--- src/rtl/reg_file_alu.sv ---
// reg_file_alu: 16 x 16-bit register file coupled to a 16-bit ALU.
// Operand A is always reg[RdestRegLoc]; operand B is Imm or reg[RsrcRegLoc].
// The ALU result is written back to reg[RdestRegLoc] on the rising clock edge.
module reg_file_alu (
    input  logic        Clk,
    input  logic        Rst,
    input  logic        En,
    input  logic [3:0]  RdestRegLoc,
    input  logic [3:0]  RsrcRegLoc,
    input  logic [15:0] Imm,
    input  logic        Imm_s,
    input  logic [4:0]  OpCode,
    output logic [15:0] AluOutput,
    output logic [15:0] RdestOut,
    output logic [15:0] RsrcOut,
    output logic [15:0] AluSrcIn,
    output logic [4:0]  Flags
);

    localparam logic [4:0] opAdd  = 5'd0;
    localparam logic [4:0] opSub  = 5'd1;
    localparam logic [4:0] opCmp  = 5'd2;
    localparam logic [4:0] opAnd  = 5'd3;
    localparam logic [4:0] opOr   = 5'd4;
    localparam logic [4:0] opXor  = 5'd5;
    localparam logic [4:0] opNot  = 5'd6;
    localparam logic [4:0] opLsh  = 5'd7;
    localparam logic [4:0] opRsh  = 5'd8;
    localparam logic [4:0] opArsh = 5'd9;

    logic [15:0] regFile [16];
    logic [15:0] opA;
    logic [15:0] opB;
    logic [16:0] sumWide;
    logic [16:0] diffWide;
    logic [15:0] aluResult;
    logic        flagC;
    logic        flagL;
    logic        flagF;
    logic        flagZ;
    logic        flagN;
    logic        writeOk;

    // Combinational register reads and operand selection.
    assign RdestOut = regFile[RdestRegLoc];
    assign RsrcOut  = regFile[RsrcRegLoc];
    assign opA      = RdestOut;
    assign opB      = Imm_s ? Imm : RsrcOut;
    assign AluSrcIn = opB;

    // 17-bit forms expose carry out (ADD) and borrow (SUB) in bit 16.
    assign sumWide  = {1'b0, opA} + {1'b0, opB};
    assign diffWide = {1'b0, opA} - {1'b0, opB};

    // ALU result and flags for the current opcode.
    always_comb begin
        aluResult = '0;
        flagC     = 1'b0;
        flagL     = 1'b0;
        flagF     = 1'b0;
        flagZ     = 1'b0;
        flagN     = 1'b0;
        writeOk   = 1'b1;
        case (OpCode)
            opAdd: begin
                aluResult = sumWide[15:0];
                flagC     = sumWide[16];
                flagF     = (opA[15] == opB[15]) && (aluResult[15] != opA[15]);
            end
            opSub: begin
                aluResult = diffWide[15:0];
                flagC     = diffWide[16];
                flagF     = (opA[15] != opB[15]) && (aluResult[15] != opA[15]);
            end
            opCmp: begin
                aluResult = opA;
                writeOk   = 1'b0;
            end
            opAnd:  aluResult = opA & opB;
            opOr:   aluResult = opA | opB;
            opXor:  aluResult = opA ^ opB;
            opNot:  aluResult = ~opB;
            opLsh:  aluResult = opA << opB[3:0];
            opRsh:  aluResult = opA >> opB[3:0];
            opArsh: aluResult = $signed(opA) >>> opB[3:0];
            default: writeOk = 1'b0;
        endcase

        if (OpCode == opCmp) begin
            flagL = opA < opB;
            flagN = $signed(opA) < $signed(opB);
            flagZ = opA == opB;
        end else if (writeOk) begin
            flagN = aluResult[15];
            flagZ = aluResult == 16'h0000;
        end
    end

    assign AluOutput = aluResult;
    assign Flags     = {flagC, flagL, flagF, flagZ, flagN};

    // Register array: async clear, write-back of ALU result when enabled.
    always_ff @(posedge Clk or negedge Rst) begin
        if (!Rst) begin
            for (int i = 0; i < 16; i++) begin
                regFile[i] <= '0;
            end
        end else if (En && writeOk) begin
            regFile[RdestRegLoc] <= aluResult;
        end
    end

endmodule

--- config.mk ---
export PLATFORM = sky130hd
export DESIGN_NAME = reg_file_alu
export DESIGN_NICKNAME = d
export VERILOG_FILES = /design/src/rtl/reg_file_alu.sv
export SDC_FILE = /design/constraint.sdc
export NUM_CORES = 1
export LEC_CHECK = 0
export CAP_MARGIN = 20
export CORE_MARGIN = 2
export CORE_UTILIZATION = 35
export DETAILED_ROUTE_END_ITERATION = 10
export DONT_BUFFER_PORTS = 1
export SLEW_MARGIN = 0
export SYNTH_ARGS = -nofsm -noshare
export SYNTH_HDL_FRONTEND = slang
export SYNTH_SLANG_ARGS = --single-unit
export TNS_END_PERCENT = 100
--- constraint.sdc ---
create_clock -name Clk -period 10.05 [get_ports Clk]
set_clock_uncertainty 0.1 [all_clocks]
set_input_delay 2.01 -clock Clk [delete_from_list [all_inputs] [get_ports Clk]]
set_output_delay 2.01 -clock Clk [all_outputs]
set_load 0.05 [all_outputs]
==> summary.txt, run 1 <==
Yosys
  – Share of the synthesized area in the top cell type: 35.5%
  – Synth async-reset ratio: 100%
  – Post-synth EDFFs: 0
  – Average cell area after synthesis: ~11 sq um
  – Post-Synthesis Cell Area: 18000 sq um
  – Register area share after synthesis: 35.5%
  – Yosys reg bits: 256
  – Syn Inst Count: 1663
  – Commonest register cell after synthesis: dfrtp_1
  – Syn nets: between 1500 and 2000
  – Largest cells by area after synthesis: dfrtp_1 35%, mux4_2 19%, mux2_2 9.5%, ha_1 3.5%, a21oi_1 3.0%
  – Largest area contributor in the netlist: dfrtp_1
  – Yosys warns: 0
  – Distinct cell type count after synthesis: 84

Setup path
  – Reg2reg end: regFile[190]$_DFFE_PN0P_
  – Crit Path Max Fanout: slightly below 60
  – Worst setup path endpoint: Flags[1]
  – CP max stage delay: between 0.7 and 0.8 ns
  – Crit end category: output pin
  – Crit Path Class: in -> out
  – Worst setup startpoint: RsrcRegLoc[0]
  – CP arrival: about 7.5 ns
  – CP Depth: 16
  – Flop-to-flop setup slack: 4.26 ns
  – CP cell instances: mux4_2, mux4_2, mux2_2, inv_1, ha_1, o21bai_1, a221o_1, a21o_1, a2111oi_0, nor3_1, a2bb2oi_1, or3_1, nor4_1, nand4_1, nand2_1, buf_12
  – Top delay family on crit path: compound AO/OA/AOI/OAI gates
  – Most frequent CP cell: mux4_2
  – Worst setup SP type: input port
  – Data required time of the critical path: 7.94 ns
  – CP bufs+invs: 2
  – FF-to-FF path depth: 14
  – Reg-to-reg startpoint: regFile[212]$_DFFE_PN0P_
  – CP max-delay cell: a2111oi_0

GRT
  – Vias in the first global route: approximately 14000
  – Global-route wire length before repair: 96100 microns
  – Total gr overflow: 0
  – Initial antenna violation count: 4
  – All-Layer GR Usage: between 20% and 30%
  – Pin count of the biggest net entering global routing: 257

Clocking
  – H-tree Lvls: 1
  – Skew-Pair Late Insertion Delay: 0.55 ns
  – Post-CTS setup buffer count: 0
  – Post-CTS Resized: 0
  – Sink Count: 256
  – Post-CTS Hold Buffers: 0
  – Root Driver: clkbuf_16
  – CTS clk-pin slew, worst paths: 0.06 ns
  – Num CTS Buffers: 26
  – CTS tree: done
  – CTS max path bufs: 3

Worst hold path
  – Worst min path class: reg -> reg
  – Hold Path Stages: 2
  – Hold_sp: regFile[72]$_DFFE_PN0P_

Die
  – Initial Util: 35.3%
  – Total die area: 53400 sq um
  – FP Rows: 83
  – DIE HEIGHT: ~230 microns
  – Core ar.: 51100 sq um
  – Chip width: roughly 230 microns
  – I/O pin count: 102

Placed design
  – Dpl ws: 0.625 ns
  – Post-DP HPWL: roughly 44000 microns
  – Placed cell count: 2251
  – IO buf count: 0
  – Placed Area: between 15000 and 20000 sq um
  – GPL Wtd Cong: 1.02

Finish
  – Layout area overhead: 8.61%
  – Layout cells sized above 1: 27.6%
  – Design Area, Final: 19600 sq um
  – Nets@finish: 1684
  – Layout Cells excl Fill: 2304
  – Register area: 6410 sq um
  – Fillers: around 5000
  – Multi-input gate area: 10700 sq um
  – Top flop regs: regFile: 256 flops
  – Most flop-heavy register: regFile
  – Max reg flops: 256

STA
  – Minimum clock period: 9.62 ns
  – Worst-Margin Slew: around 1.1 ns
  – Final setup margin: 0.429 ns
  – Unrepaired setup endpoints after global routing: false
  – Share of the clock period used by the worst path: 95.7%
  – Slew Viols, Final: 0
  – Relative slew slack: a little over a quarter
  – Final Hold Violating Endpoints: 0
  – Final setup TNS: 0 ns
  – Max frequency: 0.104 GHz
  – Final setup violation count: 0

Detailed routing
  – Final ANT Viol Nets: 0
  – Post-route DRC: 0
  – DRT Pass-1 Iters: 7
  – Via count: ~14000
  – Vias per std cell: 6.24
  – DR WL/cell: 28.1 microns
  – DRT iter0 DRCs: 1504
  – Post-Route WL: 64800 microns

Pwr
  – Total power: 3.70 mW
  – Max IR drop VDD: 0.158 mV
  – Pwr dens: between 150 and 200 nW/um^2
  – P_leak: about 8.3 nW

Status
  – Status: completed

Run
  – Max-cap viol count: 0
-- per-stage QoR --
stage / hold WS (ns) / util [%]
after floorplan: 0.361 / -
after global placement: 0.375 / 36.5
after detailed placement: 0.387 / 36.5
after CTS: 0.402 / 38.3
after global routing: 0.428 / 38.4
final: 0.400 / 38.4
-- metal layers --
layer  track usage, %  part of all wire [%]
met1             30.0                    39
met2             39.4                    48
met3             5.49                   8.2
met4             11.5                   5.1
met5                0                     0
-- cell usage in the layout (no fill, tap or decap), types with 8 or more instances in the layout --
cell type    n
buf_4       55
a211oi_1    16
mux4_2     156
nor2_1     132
mux2i_1     46
and3_1       8
mux2_2     152
o211ai_1    14
o22ai_1     19
inv_1       48
nand2b_1     8
a21o_1       8
o21ai_0    103
nand2_1    133
dfrtp_1    256
nor3_1      25
nor2b_1     12
nand3_1     37
clkbuf_16   27
or3_1       11
a21oi_1    108
and2_1       8
inv_2        9
a221oi_1    14
ha_1        50
-- cells in the mapped netlist, types with 3 or more instances --
cell	count
nand3_1	37
a22oi_1	6
and3_1	8
nor3b_1	3
o22a_1	4
nand2_1	133
a221oi_1	14
buf_1	13
clkbuf_1	70
o22ai_1	19
mux4_2	156
a211oi_1	16
buf_6	11
inv_2	9
nor2b_1	12
mux2_2	152
nand4_1	7
dfrtp_1	256
or3_1	11
o21a_1	3
ha_1	50
a31o_2	3
nor4_1	4
a31oi_1	7
o21ai_0	105
mux2i_1	46
o221ai_1	7
xor2_1	3
o211ai_1	14
a21o_1	8
a21oi_1	108
nor2_1	138
a221o_1	4
o21ai_1	5
and2_1	8
buf_2	43
o31ai_1	6
nor3_1	28
inv_1	48
nand2b_1	8
buf_4	13
a2111oi_0	6
xnor2_1	6
or4_1	4
-- final cells by class --
cell class / instances / area share, %
diodes: 5 / 0.0638
clock buffers: 35 / 3.80
clock inverters: 13 / 0.977
inverters: 57 / 1.09
multi-input cells: 1200 / 54.7
flip-flops and latches: 256 / 32.7
well taps: 680 / 4.34
repair buffers: 58 / 2.34
-- power by group --
group,total (mW),leakage (nW),internal (mW),switching (mW)
Clock,1.06,0.450,0.628,0.430
Combinational,1.36,4.43,0.493,0.864
Sequential,1.28,3.45,1.18,0.108
-- kinds of logic after synthesis --
logic type / count (synthesis) / synth area share, %
simple gates: 417 / 10.6
xor+xnor: 9 / 0.437
flops: 256 / 35.5
compound gates: 366 / 12.7
fa+ha+maj: 52 / 3.69
mux: 356 / 31.8
buf+inv: 207 / 5.33
-- how the worst min path moves through the flow --
stage                                to  slack (ns)
2_1_floorplan   regFile[11]$_DFFE_PN0P_        0.36
3_3_place_gp   regFile[169]$_DFFE_PN0P_        0.38
3_5_place_dp    regFile[72]$_DFFE_PN0P_        0.39
4_1_cts         regFile[72]$_DFFE_PN0P_        0.40
5_1_grt        regFile[203]$_DFFE_PN0P_        0.43
6_report        regFile[72]$_DFFE_PN0P_        0.40
-- worst register-to-register path, cell delays in order, from the launching register on --
cell       delay, ns
dfrtp_1         0.41
mux4_2          0.47
mux4_2          0.65
mux2_2          0.48
inv_1           0.16
ha_1            0.36
o21bai_1        0.25
a221o_1         0.35
a21o_1          0.21
a2111oi_0       0.76
nor3_1          0.15
a2bb2oi_1       0.20
or3_1           0.52
buf_4           0.29
mux2_2          0.31
Power figures use the tool's default switching activity.
==> inputs of run 2 (changes only) <==
--- a/config.mk
+++ b/config.mk
@@ -10,7 +10,7 @@
 export CORE_UTILIZATION = 35
 export DETAILED_ROUTE_END_ITERATION = 10
 export DONT_BUFFER_PORTS = 1
-export SLEW_MARGIN = 0
+export SLEW_MARGIN = 20
 export SYNTH_ARGS = -nofsm -noshare
 export SYNTH_HDL_FRONTEND = slang
 export SYNTH_SLANG_ARGS = --single-unit
==> run 2 against run 1 <==
  * Sequential power hardly changed
  * Sequential share of layout area hardly changed
  * Core utilization hardly changed
  * Non-clock buffer count is 2 lower
  * Global-route usage is 0.052 points lower
  * Critical path depth stayed put
  * Worst hold slack better by 0.0017 ns
  * Clock-buffer cell count is 3 lower
  * Die area stayed put
  * Maximum frequency hardly changed
  * Total power is 0.16% lower
  * Largest cell class unchanged
==> summary.txt, run 2 (synthesis results as in run 1) <==
Die
  – Total die area: 53400 sq um (unchanged)
  – Core ar.: 51100 sq um (unchanged)
  – Chip width: 231 microns (unchanged)
  – FP Rows: 83 (unchanged)
  – I/O pin count: 102 (unchanged)
  – DIE HEIGHT: 231 microns (unchanged)
  – Initial Util: 35.3% (unchanged)

STA
  – Relative slew slack: 27.1% (was 26.3%)
  – Share of the clock period used by the worst path: 95.7% (about the same)
  – Minimum clock period: 9.62 ns (about the same)
  – Final setup margin: 0.432 ns (was 0.429 ns)
  – Unrepaired setup endpoints after global routing: false (unchanged)
  – Slew Viols, Final: 0 (unchanged)
  – Final setup TNS: 0 ns (unchanged)
  – Max frequency: 0.104 GHz (about the same)
  – Worst-Margin Slew: 1.09 ns (was 1.11 ns)
  – Final setup violation count: 0 (unchanged)
  – Final Hold Violating Endpoints: 0 (unchanged)

GRT
  – Pin count of the biggest net entering global routing: 257 (unchanged)
  – All-Layer GR Usage: 23.9% (was 24.0%)
  – Initial antenna violation count: 5 (was 4)
  – Global-route wire length before repair: 96100 microns (about the same)
  – Total gr overflow: 0 (unchanged)
  – Vias in the first global route: 14400 (was 14500)

Finish
  – Layout cells sized above 1: 27.8% (was 27.6%)
  – Layout area overhead: 8.49% (was 8.61%)
  – Max reg flops: 256 (unchanged)
  – Commonest non-fill, non-tap cell in the layout: dfrtp_1 (unchanged)
  – Top flop regs: regFile: 256 flops (unchanged)
  – Most flop-heavy register: regFile (unchanged)
  – Nets@finish: 1682 (was 1684)
  – Commonest cells after routing, fill and taps aside: 256 x dfrtp_1, 156 x mux4_2, 152 x mux2_2 (unchanged)

Clocking
  – Sink Count: 256 (unchanged)
  – Post-CTS Resized: 0 (unchanged)
  – Root Driver: clkbuf_16 (unchanged)
  – Skew-Pair Late Insertion Delay: 0.55 ns (about the same)
  – CTS max path bufs: 3 (unchanged)
  – Post-CTS Hold Buffers: 0 (unchanged)
  – CTS clk-pin slew, worst paths: 0.07 ns (was 0.06 ns)
  – CTS tree: done (unchanged)
  – H-tree Lvls: 1 (unchanged)
  – Post-CTS setup buffer count: 0 (unchanged)
  – Num CTS Buffers: 26 (unchanged)

Status
  – Status: completed (unchanged)

Setup path
  – Data required time of the critical path: 7.94 ns (about the same)
  – Crit Path Class: in -> out (unchanged)
  – CP max-delay cell: a2111oi_0 (unchanged)
  – CP cell instances: mux4_2, mux4_2, mux2_2, inv_1, ha_1, o21bai_1, a221o_1, a21o_1, a2111oi_0, nor3_1, a2bb2oi_1, or3_1, nor4_1, nand4_1, nand2_1, buf_12 (unchanged)
  – Worst setup SP type: input port (unchanged)
  – CP max stage delay: 0.77 ns (was 0.76 ns)
  – CP arrival: 7.51 ns (about the same)
  – Crit Path Max Fanout: 59 (unchanged)
  – Crit end category: output pin (unchanged)
  – Most frequent CP cell: mux4_2 (unchanged)

Run
  – Max-cap viol count: 0 (unchanged)

Detailed routing
  – DRT Pass-1 Iters: 5 (was 7)
  – Post-route DRC: 0 (unchanged)
  – Via count: 14500 (was 14400)
  – DRT iter0 DRCs: 1831 (was 1504)
  – Vias per std cell: 6.31 (was 6.24)
  – Final ANT Viol Nets: 0 (unchanged)
  – Post-Route WL: 64800 microns (about the same)
  – DR WL/cell: 28.2 microns (was 28.1 microns)

Pwr
  – P_leak: 8.32 nW (was 8.33 nW)
  – Pwr dens: 189 nW/um^2 (about the same)
  – Max IR drop VDD: 0.106 mV (was 0.158 mV)

Worst hold path
  – Worst min path class: reg -> reg (unchanged)

Placed design
  – Dpl ws: 0.633 ns (was 0.625 ns)
  – Post-DP HPWL: 43500 microns (was 43700 microns)
  – GPL Wtd Cong: 1.02 (unchanged)
  – IO buf count: 0 (unchanged)
run 2: worst paths after layout:
| kind | start | endpoint | slack [ns] | depth (start not counted) |
|---|---|---|---|---|
| worst max register to register | regFile[212]$_DFFE_PN0P_ | regFile[30]$_DFFE_PN0P_ | 4.23 | 14 |
| worst min-delay path | regFile[5]$_DFFE_PN0P_ | regFile[5]$_DFFE_PN0P_ | 0.40 | 2 |
| worst max-delay path | RsrcRegLoc[0] | Flags[1] | 0.43 | 16 |
| worst min register to register | regFile[5]$_DFFE_PN0P_ | regFile[5]$_DFFE_PN0P_ | 0.40 | 2 |
| max in group asynchronous | Rst | regFile[143]$_DFFE_PN0P_ | 8.12 | 0 |
| min in group asynchronous | Rst | regFile[130]$_DFFE_PN0P_ | 1.10 | 0 |
run 2: worst max-delay path, delay by kind of cell:
kind,cells,cell delay (ns)
buffers and inverters,2,0.30
muxes,3,1.66
AOI/OAI and AO/OA,5,1.80
adders and majority gates,1,0.36
and+or+nand+nor,5,1.28
run 2: area by class of cell:
type | instances | area (sq um)
Tap cell | 680 | 851
Clock inverter | 15 | 200
Sequential cell | 256 | 6410
Inverter | 57 | 214
Multi-Input combinational cell | 1200 | 10700
Timing Repair Buffer | 56 | 433
Antenna cell | 6 | 15.0
Fill cell | 4942 | 31500
Clock buffer | 32 | 734
run 2: where the power goes:
| part | leakage [nW] | internal [mW] | switching [mW] |
|---|---|---|---|
| Combinational | 4.41 | 0.490 | 0.861 |
| Sequential | 3.45 | 1.18 | 0.109 |
| Clock | 0.450 | 0.625 | 0.434 |
| Total | 8.32 | 2.29 | 1.40 |
run 2: routing by layer:
| metal | GRT usage (%) | wire length (microns) |
|---|---|---|
| met3 | 4.93 | 5570 |
| met2 | 39.0 | 30500 |
| met5 | 0 | 17 |
| met4 | 12.0 | 3650 |
| met1 | 30.3 | 25100 |
run 2: stage by stage:
stage	power (mW)	utilization, %	std cells	instance area, sq um	hold WS (ns)
floorplan	2.29	-	1663	18000	0.361
global placement	2.60	36.5	2249	18600	0.375
detailed placement	2.63	36.5	2249	18600	0.388
CTS	3.68	38.3	2296	19600	0.403
global route	3.84	38.3	2300	19600	0.427
finish	3.69	38.3	2302	19600	0.402
